**config.mk**
```make
export PLATFORM = sky130hd
export DESIGN_NAME = seg_scan_ctrl
export DESIGN_NICKNAME = d
export VERILOG_FILES = /design/src/rtl/seg_scan_ctrl.sv
export SDC_FILE = /design/constraint.sdc
export NUM_CORES = 1
export LEC_CHECK = 0
export BUFFER_PORTS_ARGS = -buffer_cell sky130_fd_sc_hd__buf_2
export CORE_MARGIN = 2
export CORE_UTILIZATION = 60
export CTS_BUF_LIST = sky130_fd_sc_hd__clkbuf_4 sky130_fd_sc_hd__clkbuf_8
export DETAILED_ROUTE_END_ITERATION = 16
export MAX_ROUTING_LAYER = met4
export PLACE_DENSITY = 0.82
export SYNTH_ARGS = -nofsm -noshare
export SYNTH_HDL_FRONTEND = slang
export SYNTH_SLANG_ARGS = --single-unit
```
**constraint.sdc**
```tcl
create_clock -name clk -period 3.28 [get_ports clk]
set_clock_uncertainty 0.15 [all_clocks]
set_input_delay 0 -clock clk [delete_from_list [all_inputs] [get_ports clk]]
set_output_delay 0 -clock clk [all_outputs]
set_load 0.03 [all_outputs]
```
**src/rtl/seg_scan_ctrl.sv**
```systemverilog
// Time-multiplexed scan controller for a common-anode seven-segment display.
// Double-buffered frame with per-digit enable, decimal point and leading-zero blanking.
module seg_scan_ctrl #(
    parameter int unsigned NUM_DIG   = 6,
    parameter int unsigned DWELL_CYC = 50000,
    parameter int unsigned BLANK_CYC = 500
) (
    input  logic                   clk,
    input  logic                   rst,
    input  logic [4*NUM_DIG-1:0]   disp_data,
    input  logic [NUM_DIG-1:0]     disp_en,
    input  logic [NUM_DIG-1:0]     dp_in,
    input  logic                   lz_blank,
    input  logic                   load,
    output logic                   load_ack,
    output logic [3:0]             bin_data,
    output logic [NUM_DIG-1:0]     seg_sel,
    output logic                   seg_dp,
    output logic                   frame_start
);

    localparam int unsigned MAXC = (DWELL_CYC > BLANK_CYC) ? DWELL_CYC : BLANK_CYC;
    localparam int unsigned CW   = (MAXC > 1) ? $clog2(MAXC) : 1;
    localparam int unsigned IW   = $clog2(NUM_DIG);

    typedef enum logic {
        BLANK,
        SHOW
    } state_e;

    state_e               state_q;
    logic [CW-1:0]        cnt_q;
    logic [IW-1:0]        idx_q;

    logic [4*NUM_DIG-1:0] sdata_q, ddata_q;
    logic [NUM_DIG-1:0]   sen_q, den_q;
    logic [NUM_DIG-1:0]   sdp_q, ddp_q;
    logic                 slz_q, dlz_q;
    logic                 pending_q;

    logic                 load_ack_q;
    logic                 frame_start_q;
    logic [3:0]           bin_data_q;
    logic [NUM_DIG-1:0]   seg_sel_q;
    logic                 seg_dp_q;

    logic                 blank_end, show_end, last_dig, wrap, commit;
    logic [IW-1:0]        idx_d;
    logic [4*NUM_DIG-1:0] dnext_data;
    logic [3:0]           nib_d;
    logic [NUM_DIG-1:0]   sel_d;
    logic                 dp_d;
    logic [NUM_DIG-1:0]   vis;
    logic                 zrun;

    // Scan from the top digit down; zrun stays set while every nibble so far is zero.
    always_comb begin
        vis  = '0;
        zrun = 1'b1;
        for (int unsigned k = 0; k < NUM_DIG; k++) begin
            zrun = zrun && (ddata_q[4*(NUM_DIG-1-k) +: 4] == 4'h0);
            vis[NUM_DIG-1-k] = den_q[NUM_DIG-1-k] &&
                               !(dlz_q && zrun && (k != NUM_DIG-1));
        end
    end

    always_comb begin
        blank_end  = (state_q == BLANK) && (cnt_q == CW'(BLANK_CYC - 1));
        show_end   = (state_q == SHOW)  && (cnt_q == CW'(DWELL_CYC - 1));
        last_dig   = (idx_q == IW'(NUM_DIG - 1));
        wrap       = show_end && last_dig;
        commit     = wrap && pending_q;
        idx_d      = show_end ? (last_dig ? '0 : idx_q + 1'b1) : idx_q;
        // Nibble for the next BLANK must see the frame being committed on this edge.
        dnext_data = commit ? sdata_q : ddata_q;
        nib_d      = '0;
        sel_d      = '1;
        dp_d       = 1'b1;
        for (int unsigned k = 0; k < NUM_DIG; k++) begin
            if (IW'(k) == idx_d) begin
                nib_d = dnext_data[4*k +: 4];
            end
            if ((IW'(k) == idx_q) && vis[k]) begin
                sel_d[k] = 1'b0;
                dp_d     = ~ddp_q[k];
            end
        end
    end

    always_ff @(posedge clk) begin
        if (rst) begin
            state_q       <= BLANK;
            cnt_q         <= '0;
            idx_q         <= '0;
            sdata_q       <= '0;
            sen_q         <= '0;
            sdp_q         <= '0;
            slz_q         <= 1'b0;
            ddata_q       <= '0;
            den_q         <= '0;
            ddp_q         <= '0;
            dlz_q         <= 1'b0;
            pending_q     <= 1'b0;
            load_ack_q    <= 1'b0;
            frame_start_q <= 1'b0;
            bin_data_q    <= '0;
            seg_sel_q     <= '1;
            seg_dp_q      <= 1'b1;
        end else begin
            load_ack_q    <= 1'b0;
            frame_start_q <= wrap;
            if (commit) begin
                ddata_q    <= sdata_q;
                den_q      <= sen_q;
                ddp_q      <= sdp_q;
                dlz_q      <= slz_q;
                pending_q  <= 1'b0;
                load_ack_q <= 1'b1;
            end
            // A load on the commit edge is staged after the copy and stays pending.
            if (load) begin
                sdata_q   <= disp_data;
                sen_q     <= disp_en;
                sdp_q     <= dp_in;
                slz_q     <= lz_blank;
                pending_q <= 1'b1;
            end
            case (state_q)
                BLANK: begin
                    if (blank_end) begin
                        state_q   <= SHOW;
                        cnt_q     <= '0;
                        seg_sel_q <= sel_d;
                        seg_dp_q  <= dp_d;
                    end else begin
                        cnt_q <= cnt_q + 1'b1;
                    end
                end
                SHOW: begin
                    if (show_end) begin
                        state_q    <= BLANK;
                        cnt_q      <= '0;
                        idx_q      <= idx_d;
                        seg_sel_q  <= '1;
                        seg_dp_q   <= 1'b1;
                        bin_data_q <= nib_d;
                    end else begin
                        cnt_q <= cnt_q + 1'b1;
                    end
                end
                default: begin
                    state_q <= BLANK;
                    cnt_q   <= '0;
                end
            endcase
        end
    end

    assign load_ack    = load_ack_q;
    assign frame_start = frame_start_q;
    assign bin_data    = bin_data_q;
    assign seg_sel     = seg_sel_q;
    assign seg_dp      = seg_dp_q;

endmodule

```
==> After elaboration in Yosys (flattened, before gate mapping) <==
Cells that the tools add are included.
{ "totals": {"register_bits": 108, "in_bits": 40, "output_inout_bits": 13} }
{ "op_classes": {"add_sub_neg": 2, "eq_ne": 15, "n_mux": 36, "n_bitwise": 7, "reduce_logical": 39} }
{ "op_table": {"columns": ["op", "count"], "rows": [
  ["2-to-1 mux 16 bit", 2],
  ["one-hot mux 16 bit (2 select lines)", 1],
  ["logical AND 1 bit", 24],
  ["2-to-1 mux 24 bit", 1],
  ["2-to-1 mux 4 bit", 6],
  ["zero test 4 bit", 5],
  ["2-to-1 mux 1 bit", 19],
  ["adder 16 x 1 -> 16 bit (second input constant)", 1],
  ["equality test 16 bit (second input constant)", 1],
  ["equality test 16 x 9 -> 1 bit (second input constant)", 1],
  ["equality test 2 x 3 -> 1 bit (first input constant)", 4],
  ["equality test 3 bit (first input constant)", 4],
  ["2-to-1 mux 6 bit", 2],
  ["one-hot mux 6 bit (2 select lines)", 1],
  ["inverter 1 bit", 7],
  ["equality test 1 x 3 -> 1 bit (first input constant)", 2],
  ["zero test 3 bit", 2],
  ["2-to-1 mux 3 bit", 2],
  ["zero test 1 bit", 5],
  ["one-hot mux 1 bit (2 select lines)", 2],
  ["AND reduction 2 bit", 2],
  ["adder 3 x 1 -> 3 bit (second input constant)", 1],
  ["equality test 3 bit (second input constant)", 1],
  ["inequality test 2 x 1 -> 1 bit (second input constant)", 1],
  ["other kinds (2)", 2]
]} }

==> Longest topological paths before layout <==
Gate-level depths: netlist of run 1.
{ "depth": {"word_depth": 16, "ltp_mapped": 10, "ltp_nobuf": 9} }

==> Least setup slack after synthesis of run 1 <==
Ideal clock, no wire load.
{ "synth_timing": {"path_kind": "register to register", "start": "reg state_q", "end": "reg bin_data_q[0] (netlist: bin_data[0])", "t_arrival_ps": 2122, "required_ps": 3013, "path_slack_ps": 890, "path_stages_with_launch": 8, "n_path_buf": 1, "cell_sequence": "dfxtp_1 > nand2_1 > or4_4 > nor4_2 > buf_4 > mux2_2 > a21bo_2 > a32o_1"} }
{ "synth_between": {"elab_chain_len": 10, "elab_cells_between_ends": 18, "cone_classes": "5 x eq/ne; 8 x mux; 5 x reduce/logical"} }
{ "synth_rtl": {"columns": ["element", "line", "source"], "rows": [
  ["from (decl)", "31", "state_e state_q;"],
  ["from (signal assigned)", "92", "state_q <= BLANK;"],
  ["from (signal assigned)", "131", "state_q <= SHOW;"],
  ["from (signal assigned)", "141", "state_q <= BLANK;"],
  ["logical AND 1 bit", "69", "show_end = (state_q == SHOW) && (cnt_q == CW'(DWELL_CYC - 1));"],
  ["logical AND 1 bit", "71", "wrap = show_end && last_dig;"],
  ["logical AND 1 bit", "72", "commit = wrap && pending_q;"],
  ["2-to-1 mux 24 bit", null, null],
  ["2-to-1 mux 4 bit (6 in a row)", "80", "if (IW'(k) == idx_d) begin"],
  ["to (signal assigned)", "146", "bin_data_q <= nib_d;"],
  ["to (decl)", "43", "logic [3:0] bin_data_q;"]
]} }
Several ways; a longest one is shown, not always the timed one.
A chain may end at the register's enable or synchronous reset.

==> Final worst setup path of run 1 <==
{ "layout_timing": {"start": "reg cnt_q[10]", "end": "reg bin_data_q[0] (netlist: bin_data[0])"} }
{ "layout_between": {"elab_chain_len": 11, "elab_cells_between_ends": 19, "cone_classes": "6 x eq/ne; 8 x mux; 5 x reduce/logical"} }
{ "layout_rtl": {"columns": ["element", "line", "source"], "rows": [
  ["from (decl)", "32", "logic [CW-1:0] cnt_q;"],
  ["from (signal assigned)", "136", "cnt_q <= cnt_q + 1'b1;"],
  ["from (signal assigned)", "148", "cnt_q <= cnt_q + 1'b1;"],
  ["equality test 16 bit *", "69", null],
  ["logical AND 1 bit *", "69", null],
  ["logical AND 1 bit", "71", null],
  ["logical AND 1 bit", "72", null],
  ["2-to-1 mux 24 bit", null, null],
  ["2-to-1 mux 4 bit (6 in a row)", "80", null]
]} }
Mark *: on every way between the ends. The rest lies on a longest branch, timed or not.

==> out/metrics.yaml, run 1 <==
p_leak_nw: 2.28
numCtsBuffers: 9
clockRootBuffer: "clkbuf_8"
cts.clk_slew.worst_paths_ns: 0.10
worst_r2r_startpoint: "cnt_q[10]"
fraction_of_synthesis_flops_using_an_asynchronous_set_or_reset_pin_pct: 0
clk-insertion-delay-late_ns: 0.36
synth-warning-count: 0
setup_total_negative_slack_ns: 0
hold_path.startpoint: "dp_in[4]"
postSynthNetCount: 579
finalPower_mw: 2.33
netlist_instances: 537
core.rowCount: 32
antenna_cells: 0
run_status: "complete, no violations"
worst_pin_slew_ns: 1.14
drt_iter0_drc: 312
rsz0062_at_grt: "no"
route.detailed.vias_per_inst: 5.64
max_slew_margin_pct: 23.7
tritoncts_clock_tree: "done"
clock_sink_count: 108
global_route.overflow_total: 0
worst-path-max-fanout: 23
detail_route.wirelength_um: 11300
cap_violations: 0
post_drt_wl_per_cell_um: 15.5
yosysSeqAreaShare_pct: 46.2
final-hold-violation-count: 0
antenna_violating_nets_post_route: 0
synthDistinctLibCells: 49
buffers_inserted_by_post_cts_timing_repair: 0
post_route_cells_drive_above_1_share_pct: 14.9
post_synth.cell_area_avg_um2: 8.72
path_class: "reg -> reg"
ys.flop_type: "dfxtp_1"
pwr_per_cell_area_nw_per_um2: 409
antenna_violations_before_repair: 0
routed-via-count: 4135
die_width_um: 92.4
nets: 668
io_pins: 53
routabilityCongestion: 0.953
floorplan.die_area_um2: 8530
worst_setup_path_end_kind: "flip-flop"
io_buffer_count: 52
setup_viol_count_final: 0
clock.fmax_ghz: 0.359
fin_worst_hold_slack_ns: 0.261
initial_core_util_pct: 61.3
synthToLayoutAreaGrowth_pct: 21.6
dpl_worst_slack_ns: 0.532
startpoint_type: "flip-flop"
hpwlAfterDp_um: 7700
area_inside_the_core_boundary_um2: 7650
critPathLaunch: "cnt_q[10]"
grt_pass1_wl_um: 19000
cp_data_arrival_time_ns: 2.90
worst-endpoint-required_ns: 3.39
slew_viol_final: 0
cts_max_level: 3
final_core_occ_pct: 74.5
clock_tree.buffer_depth: 2
yosysTopAreaCellShare_pct: 46.2
drc: 0
finalWorstSetupSlack_ns: 0.495
path_type_of_the_worst_min_delay_path: "in -> reg"
die-height_um: 92.4
groute.usage.overall_pct: 28.3
period_minus_slack_ns: 2.78
grt_pass1_vias: 4036
syn-cell-area_um2: 4680
grt_start_max_net_pins: 49
fin_crit_sh_pct: 84.9
firstDrtPassIters: 5
synth_enable_flop_cells: 0
synthTopCellsByArea: "dfxtp_1 (46%), mux2i_1 (11%), nor2_1 (6.2%)"
yosysTopAreaCell: "dfxtp_1"
max-vdd-ir-drop_mv: 0.281
postSynthRegisterBits: 108
synthesized netlist by cell type (all sizes together) (5+ instances only):
master,number
or3,6
a21oi,46
dfxtp,108
xnor2,6
nor2,78
nor3,8
or4,5
nor2b,9
nand2,73
o21ai,19
nor4,11
buf,13
and3,5
a211oi,5
xor2,7
o211ai,5
and2,6
nand3,8
mux2i,53
clkbuf,18
inv,8
cell type report:
class                           count  area, µm²
Sequential cell                   108       2160
Timing Repair Buffer              109        816
Clock inverter                      5       61.3
Inverter                            8       30.0
Tap cell                          102        128
Multi-Input combinational cell    390       2360
Fill cell                         570       1950
Clock buffer                       11        139
flip-flops by register name, summed over array words and instances, names as in the netlist:
signal	flops
ddata_q	24
sdata_q	24
cnt_q	16
ddp_q	6
den_q	6
sdp_q	6
seg_sel	6
sen_q	6
bin_data	4
idx_q	3
dlz_q	1
frame_start	1
load_ack	1
pending_q	1
seg_dp	1
slz_q	1
state_q	1
per-stage QoR:
step           instance area [µm²]  std cells
2_1_floorplan                 4680        537
3_5_place_dp                  5030        671
5_1_grt                       5690        733
3_3_place_gp                  5030        671
6_report                      5690        733
4_1_cts                       5690        733
kinds of logic (layout without fill, tap and decap cells):
| logic type | Yosys count | count (layout) | synth area share, % |
|---|---|---|---|
| buffers and inverters | 39 | 133 | 3.69 |
| adder cells (fa/ha/maj) | 2 | 2 | 0.534 |
| flip-flops | 108 | 108 | 46.2 |
| XOR/XNOR | 13 | 13 | 2.43 |
| multiplexers | 57 | 57 | 12.3 |
| AO/OA/AOI/OAI | 93 | 93 | 11.9 |
| AND/OR/NAND/NOR | 225 | 225 | 23.0 |
where the power goes:
| part | internal [mW] | total (mW) | switching, mW |
|---|---|---|---|
| clock network | 0.373 | 0.813 | 0.439 |
| registers | 1.34 | 1.36 | 0.0193 |
| logic | 0.0875 | 0.155 | 0.0675 |
path summary, 6_finish.rpt:
path,endpoint,slack [ns],depth (start not counted)
setup / recovery,bin_data[0],0.50,7
hold / removal,sdp_q[4],0.26,4
setup reg to reg,bin_data[0],0.50,7
hold reg to reg,den_q[0],0.31,2
per-layer routing:
metal	part of all wire, %	up-vias	wire (µm)	track usage [%]
met5	0	-	0	-
met2	49	121	5570	45.7
li1	-	2043	-	-
met4	2.1	0	237	9.33
met1	45	1945	5060	36.1
met3	4.2	26	475	5.04
cell usage in the layout, fill, tap and decap left out, types with 9 or more instances in the layout:
cell           netlist  final
nor2b_1              9      9
nor4_1               9      9
buf_4                1     10
a21oi_1             46     46
mux2i_1             53     53
buf_2                3     52
nand2_1             73     73
dfxtp_1            108    108
clkbuf_8             0      9
dlygate4sd3_1        0     46
o21ai_0             19     19
nor2_1              77     77
what timing repair did:
action,in CTS,in global routing
endpoints found under the hold margin,39,0
resized for setup,0,0
hold buffers,46,0
worst max-delay path: stages, from the launching register on:
cell and delay (ns):
dfxtp_1 0.36, nor4_2 0.51, nand2_1 0.32, nor4_4 0.35, buf_12 0.22, mux2_2 0.36, a21bo_2 0.19, a32o_1 0.20
Power figures use the tool's default switching activity.
==> run 2: changes to the inputs <==
Clock period 3.28 ns to 2.65 ns, I/O delays scaled along.
==> run 2 against run 1 <==
Against the previous run:
- maximum frequency grew 10%
- global-route usage rose by 0.053 points
- routed wire length grew 1.9%
- sequential cell count unchanged
- final cell count grew 0.68%
- combinational power up 16%
- design area is 1.2% higher
- sequential share of layout area shrank 0.42 points
- register-to-register slack worse by 0.37 ns
==> out/metrics.yaml, run 2 (same netlist as run 1, synthesis figures left out) <==
run_status: "complete, no violations"
max_slew_margin_pct: 45.5  # +22 points
area_inside_the_core_boundary_um2: 7650  # unchanged
top_regs: "ddata_q x24, sdata_q x24, cnt_q x16"
cap_violations: 0  # unchanged
numCtsBuffers: 9  # unchanged
drt_iter0_drc: 406  # +30%
initial_core_util_pct: 61.3  # unchanged
io_buffer_count: 52  # unchanged
global_route.overflow_total: 0  # unchanged
worst-endpoint-required_ns: 2.76  # -0.63 ns
firstDrtPassIters: 5  # unchanged
cts_max_level: 3  # unchanged
clk-insertion-delay-late_ns: 0.37  # about the same
path_type_of_the_worst_min_delay_path: "in -> reg"
synthToLayoutAreaGrowth_pct: 23.0
layout.cells.most_common_list: "dfxtp_1 (107), nor2_1 (77), nand2_1 (73), mux2i_1 (53), buf_2 (52)"
tritoncts_clock_tree: "done"
detail_route.wirelength_um: 11500  # +1.9%
post_drt_wl_per_cell_um: 15.6  # +1.2%
grt_pass1_wl_um: 19000  # -0.18%
core.rowCount: 32  # unchanged
groute.usage.overall_pct: 28.3  # +0.053 points
antenna_violations_before_repair: 0  # unchanged
floorplan.die_area_um2: 8530  # unchanged
setup_viol_count_final: 0  # unchanged
clock_tree.buffer_depth: 2  # unchanged
period_minus_slack_ns: 2.52  # -0.260 ns
pwr_per_cell_area_nw_per_um2: 509  # +25%
critPathLaunch: "cnt_q[10]"
layout_commonest_cell: "dfxtp_1"
cts.clk_slew.worst_paths_ns: 0.09  # about the same
post_route_cells_drive_above_1_share_pct: 17.5  # +2.6 points
fin_crit_sh_pct: 95.3  # +10 points
setup_total_negative_slack_ns: 0  # unchanged
antenna_cells: 0  # unchanged
routed-via-count: 4259  # +3.0%
die_width_um: 92.4  # unchanged
io_pins: 53  # unchanged
worst_r2r_startpoint: "cnt_q[10]"
r2r_end: "bin_data[0]"
grt_start_max_net_pins: 44  # -10%
p_leak_nw: 2.32  # +1.7%
worst-path-max-fanout: 12  # -48%
slew_viol_final: 0  # unchanged
path_class: "reg -> reg"
layout.filler_cells: 533  # -6.5%
slowest_cell_delay_on_critical_path_ns: 0.39  # -0.12 ns
dpl_cell_area_um2: 5130  # +1.9%
crit_path_top_delay_cell: "nor4_2"
die-height_um: 92.4  # unchanged
hpwlAfterDp_um: 7720  # +0.20%
routabilityCongestion: 0.931  # -2.3%
worst_pin_slew_ns: 0.818  # -0.326 ns
startpoint_type: "flip-flop"
rsz0062_at_grt: "no"
clockRootBuffer: "clkbuf_8"
finalPower_mw: 2.93  # +26%
crit_path_cell_trace: "nor4_2 -> nand2_1 -> nor4_4 -> buf_12 -> mux2_2 -> a21bo_2 -> a32o_1"
grt_pass1_vias: 4088  # +1.3%
setup.reg_to_reg.worst_slack_ns: 0.13  # -0.37 ns
max-vdd-ir-drop_mv: 0.306  # +9.1%
clock_sink_count: 108  # unchanged
final-hold-violation-count: 0  # unchanged
cp_data_arrival_time_ns: 2.64  # -0.26 ns
total_non_filler_cell_area_in_the_finished_layout_um2: 5760  # +1.2%
worst_setup_path_end_kind: "flip-flop"
drc: 0  # unchanged
route.detailed.vias_per_inst: 5.77  # +2.3%
antenna_violating_nets_post_route: 0  # unchanged
clock.fmax_ghz: 0.396  # +10%
nets: 675  # +1.0%
endpoint: "bin_data[0]"
worstRegToRegCells: 7  # unchanged
run 2: changes by cell type in the layout (fill, tap and decap cells not counted), sizes merged:
cell	before	now
inv	9	8
buf	63	78
bufinv	1	2
clkinv	0	1
clkinvlp	3	1
dlygate4sd3	46	37
run 2: where the power goes:
part	internal, mW	total, mW	leakage (nW)	switching (mW)
sequential	1.66	1.69	0.879	0.0250
combinational	0.0995	0.180	1.34	0.0807
clock	0.535	1.07	0.102	0.533
total	2.29	2.93	2.32	0.639
run 2: cell type report:
cell class,instances,area (µm²),share of cell area [%]
multi-input cells,390,2370,41.1
clock buffers,10,131,2.28
repair buffers,116,863,15.0
flip-flops and latches,108,2160,37.6
well taps,102,128,2.22
inverters,8,30.0,0.521
clock inverters,4,76.3,1.32
run 2: layer usage:
metal	track usage [%]	vias to the layer above	part of all wire, %
met1	35.4	2068	45
li1	-	2051	-
met3	3.50	32	3.9
met4	10.4	0	2.6
met2	47.4	108	49
met5	-	-	0
run 2: timing repair:
item                       in CTS  in global routing
setup endpoints to repair       0                  4
hold buffers                   37                  0
buffers inserted                0                  2
gates resized for setup         0                  3
hold endpoints to repair       37                  0
run 2: how the worst min path moves through the flow:
stage / startpoint / endpoint / cells after the start
after global routing: rst / sdata_q[18] / 2
final: rst / state_q / 2
after floorplan: disp_data[20] / sdata_q[20] / 2
after CTS: rst / sdata_q[21] / 2
after global placement: disp_data[0] / sdata_q[0] / 3
after detailed placement: disp_data[7] / sdata_q[7] / 3
run 2: worst max-delay path: cells and delay by family, from the launching register on:
| kind | cells | cell delay, ns |
|---|---|---|
| DFF | 1 | 0.36 |
| buffers and inverters | 1 | 0.20 |
| and+or+nand+nor | 3 | 0.94 |
| muxes | 1 | 0.35 |
| AOI/OAI and AO/OA | 2 | 0.42 |
run 2: metrics by stage:
step / std cells / utilization [%] / worst slack [ns] / hold WS [ns]
floorplan: 537 / - / 0.260 / -0.00314
global placement: 684 / 67.1 / 0.134 / 0.0849
detailed placement: 684 / 67.1 / 0.0511 / 0.0927
CTS: 735 / 74.7 / 0.0135 / 0.0448
global route: 738 / 75.3 / 0.00307 / 0.0918
finish: 738 / 75.3 / 0.125 / 0.0480
==> run 3: changes to the inputs <==
Settings changed: PLACE_DENSITY 0.82 to 0.92.
==> run 3 against run 2 <==
Against the previous run:
- count of clock-buffer cells in the layout stayed put
- largest cell class unchanged
- non-clock buffer count increased by 4
- global-route usage grew 3.3 points
- core utilization is 0.065 points higher
- critical endpoint is now bin_data[3]
- sequential share of layout area about the same
- highest routed layer unchanged
- die area stayed put
- the run now ends with hold timing left
==> out/metrics.yaml, run 3 (same netlist as run 1, synthesis figures left out) <==
run_status: "finished with violations"
violations_in_the_final_reports: "hold timing"
grt_start_max_net_pins: 48  # +9.1%
post_drt_wl_per_cell_um: 17.3  # +10%
area_inside_the_core_boundary_um2: 7650  # unchanged
finalWorstSetupSlack_ns: 0.114  # -0.0112 ns
drt_iter0_drc: 417  # +2.7%
fin_worst_hold_slack_ns: -0.00127  # -0.0493 ns
p_leak_nw: 2.33  # +0.42%
post_route_cells_drive_above_1_share_pct: 17.5  # +0.047 points
hold_path.startpoint: "rst"
global_route.overflow_total: 0  # unchanged
drc: 0  # unchanged
numCtsBuffers: 9  # unchanged
antenna_cells: 0  # unchanged
worst-path-max-fanout: 9  # -3
cts.clk_slew.worst_paths_ns: 0.10  # about the same
worst_setup_path_end_kind: "flip-flop"
clock.fmax_ghz: 0.394  # -0.44%
cp_data_arrival_time_ns: 2.66  # +0.02 ns
layout.filler_cells: 519  # -2.6%
initial_core_util_pct: 61.3  # unchanged
die_width_um: 92.4  # unchanged
clock_sink_count: 108  # unchanged
synthToLayoutAreaGrowth_pct: 23.1  # about the same
period_minus_slack_ns: 2.54  # +0.0112 ns
detail_route.wirelength_um: 12800  # +11%
cts_max_level: 3  # unchanged
antenna_violating_nets_post_route: 0  # unchanged
regArea_um2: 2160  # unchanged
io_buffer_count: 52  # unchanged
setup_viol_count_final: 0  # unchanged
final-hold-violation-count: 1  # +1
pwr_per_cell_area_nw_per_um2: 494  # -3.0%
path_type_of_the_worst_min_delay_path: "in -> reg"
firstDrtPassIters: 7  # +2
die-height_um: 92.4  # unchanged
cap_violations: 0  # unchanged
layout.cells.most_common_list: "dfxtp_1 (107), nor2_1 (77), nand2_1 (73), mux2i_1 (53), buf_2 (52)"
dpl_worst_slack_ns: 0.0756  # +0.0246 ns
layout_commonest_cell: "dfxtp_1"
hpwlAfterDp_um: 8340  # +8.1%
clock_tree.buffer_depth: 2  # unchanged
path_class: "reg -> reg"
startpoint_type: "flip-flop"
clockRootBuffer: "clkbuf_8"
critPathLaunch: "idx_q[2]"
core.rowCount: 32  # unchanged
rsz0062_at_grt: "no"
routabilityCongestion: 0.938  # +0.84%
routed-via-count: 4460  # +4.7%
top_regs: "ddata_q x24, sdata_q x24, cnt_q x16"
max-vdd-ir-drop_mv: 0.367  # +20%
groute.usage.overall_pct: 31.6  # +3.3 points
nets: 679  # +0.59%
worst_r2r_startpoint: "idx_q[2]"
slew_viol_final: 0  # unchanged
tritoncts_clock_tree: "done"
io_pins: 53  # unchanged
fin_crit_sh_pct: 95.7  # +0.42 points
clk-insertion-delay-late_ns: 0.38  # about the same
grt_pass1_wl_um: 20700  # +8.9%
grt_pass1_vias: 4428  # +8.3%
multi_input_comb_area_um2: 2360  # -0.21%
max_slew_margin_pct: 54.3  # +8.9 points
floorplan.die_area_um2: 8530  # unchanged
antenna_violations_before_repair: 0  # unchanged
worst_pin_slew_ns: 0.685  # -0.133 ns
setup_total_negative_slack_ns: 0  # unchanged
route.detailed.vias_per_inst: 6.01  # +4.2%
worst-endpoint-required_ns: 2.78  # +0.02 ns
## run 3: stage by stage
step / power [mW] / util [%] / instances / cell area, µm²
after floorplan: 1.80 / - / 537 / 4680
after global placement: 1.85 / 67.3 / 686 / 5150
after detailed placement: 1.86 / 67.3 / 686 / 5150
after CTS: 2.84 / 74.8 / 739 / 5720
after global routing: 2.94 / 75.4 / 742 / 5770
final: 2.85 / 75.4 / 742 / 5770
## run 3: where the power goes
group / leakage (nW) / switching (mW) / internal, mW
Combinational: 1.36 / 0.0861 / 0.102
Sequential: 0.879 / 0.0272 / 1.66
Clock: 0.0920 / 0.532 / 0.439
Total: 2.33 / 0.645 / 2.20
## run 3: routing by layer
metal | wire, µm | vias to the layer above | track usage (%)
met5 | 0 | - | -
met4 | 500 | 0 | 15.9
met3 | 963 | 64 | 7.16
met2 | 6360 | 224 | 53.6
met1 | 5000 | 2115 | 35.1
li1 | - | 2057 | -
## run 3: repair_timing
action                     4_1_cts  5_1_grt
gates resized for setup          0        3
hold buffers                    39        0
hold endpoints to repair        37        0
setup buffers                    0        2
setup endpoints to repair        0        4
## run 3: path summary, 6_finish.rpt
check	end	depth (start not counted)	slack (ns)
setup reg to reg	bin_data[3]	6	0.11
hold reg to reg	cnt_q[0]	1	0.30
hold / removal	sdata_q[2]	2	-0.001
setup / recovery	bin_data[3]	6	0.11
## run 3: area by class of cell
class | instances | area share (%)
multi-input cells | 390 | 41.0
flip-flops and latches | 108 | 37.5
repair buffers | 120 | 15.6
clock buffers | 10 | 2.28
well taps | 102 | 2.21
clock inverters | 4 | 0.890
inverters | 8 | 0.521
## run 3: worst max-delay path, stage by stage (launching register included)
cell,delay (ns)
dfxtp_1,0.51
inv_1,0.16
ha_1,0.46
or4_4,0.59
o21ai_0,0.16
mux2i_1,0.14
a32o_1,0.27
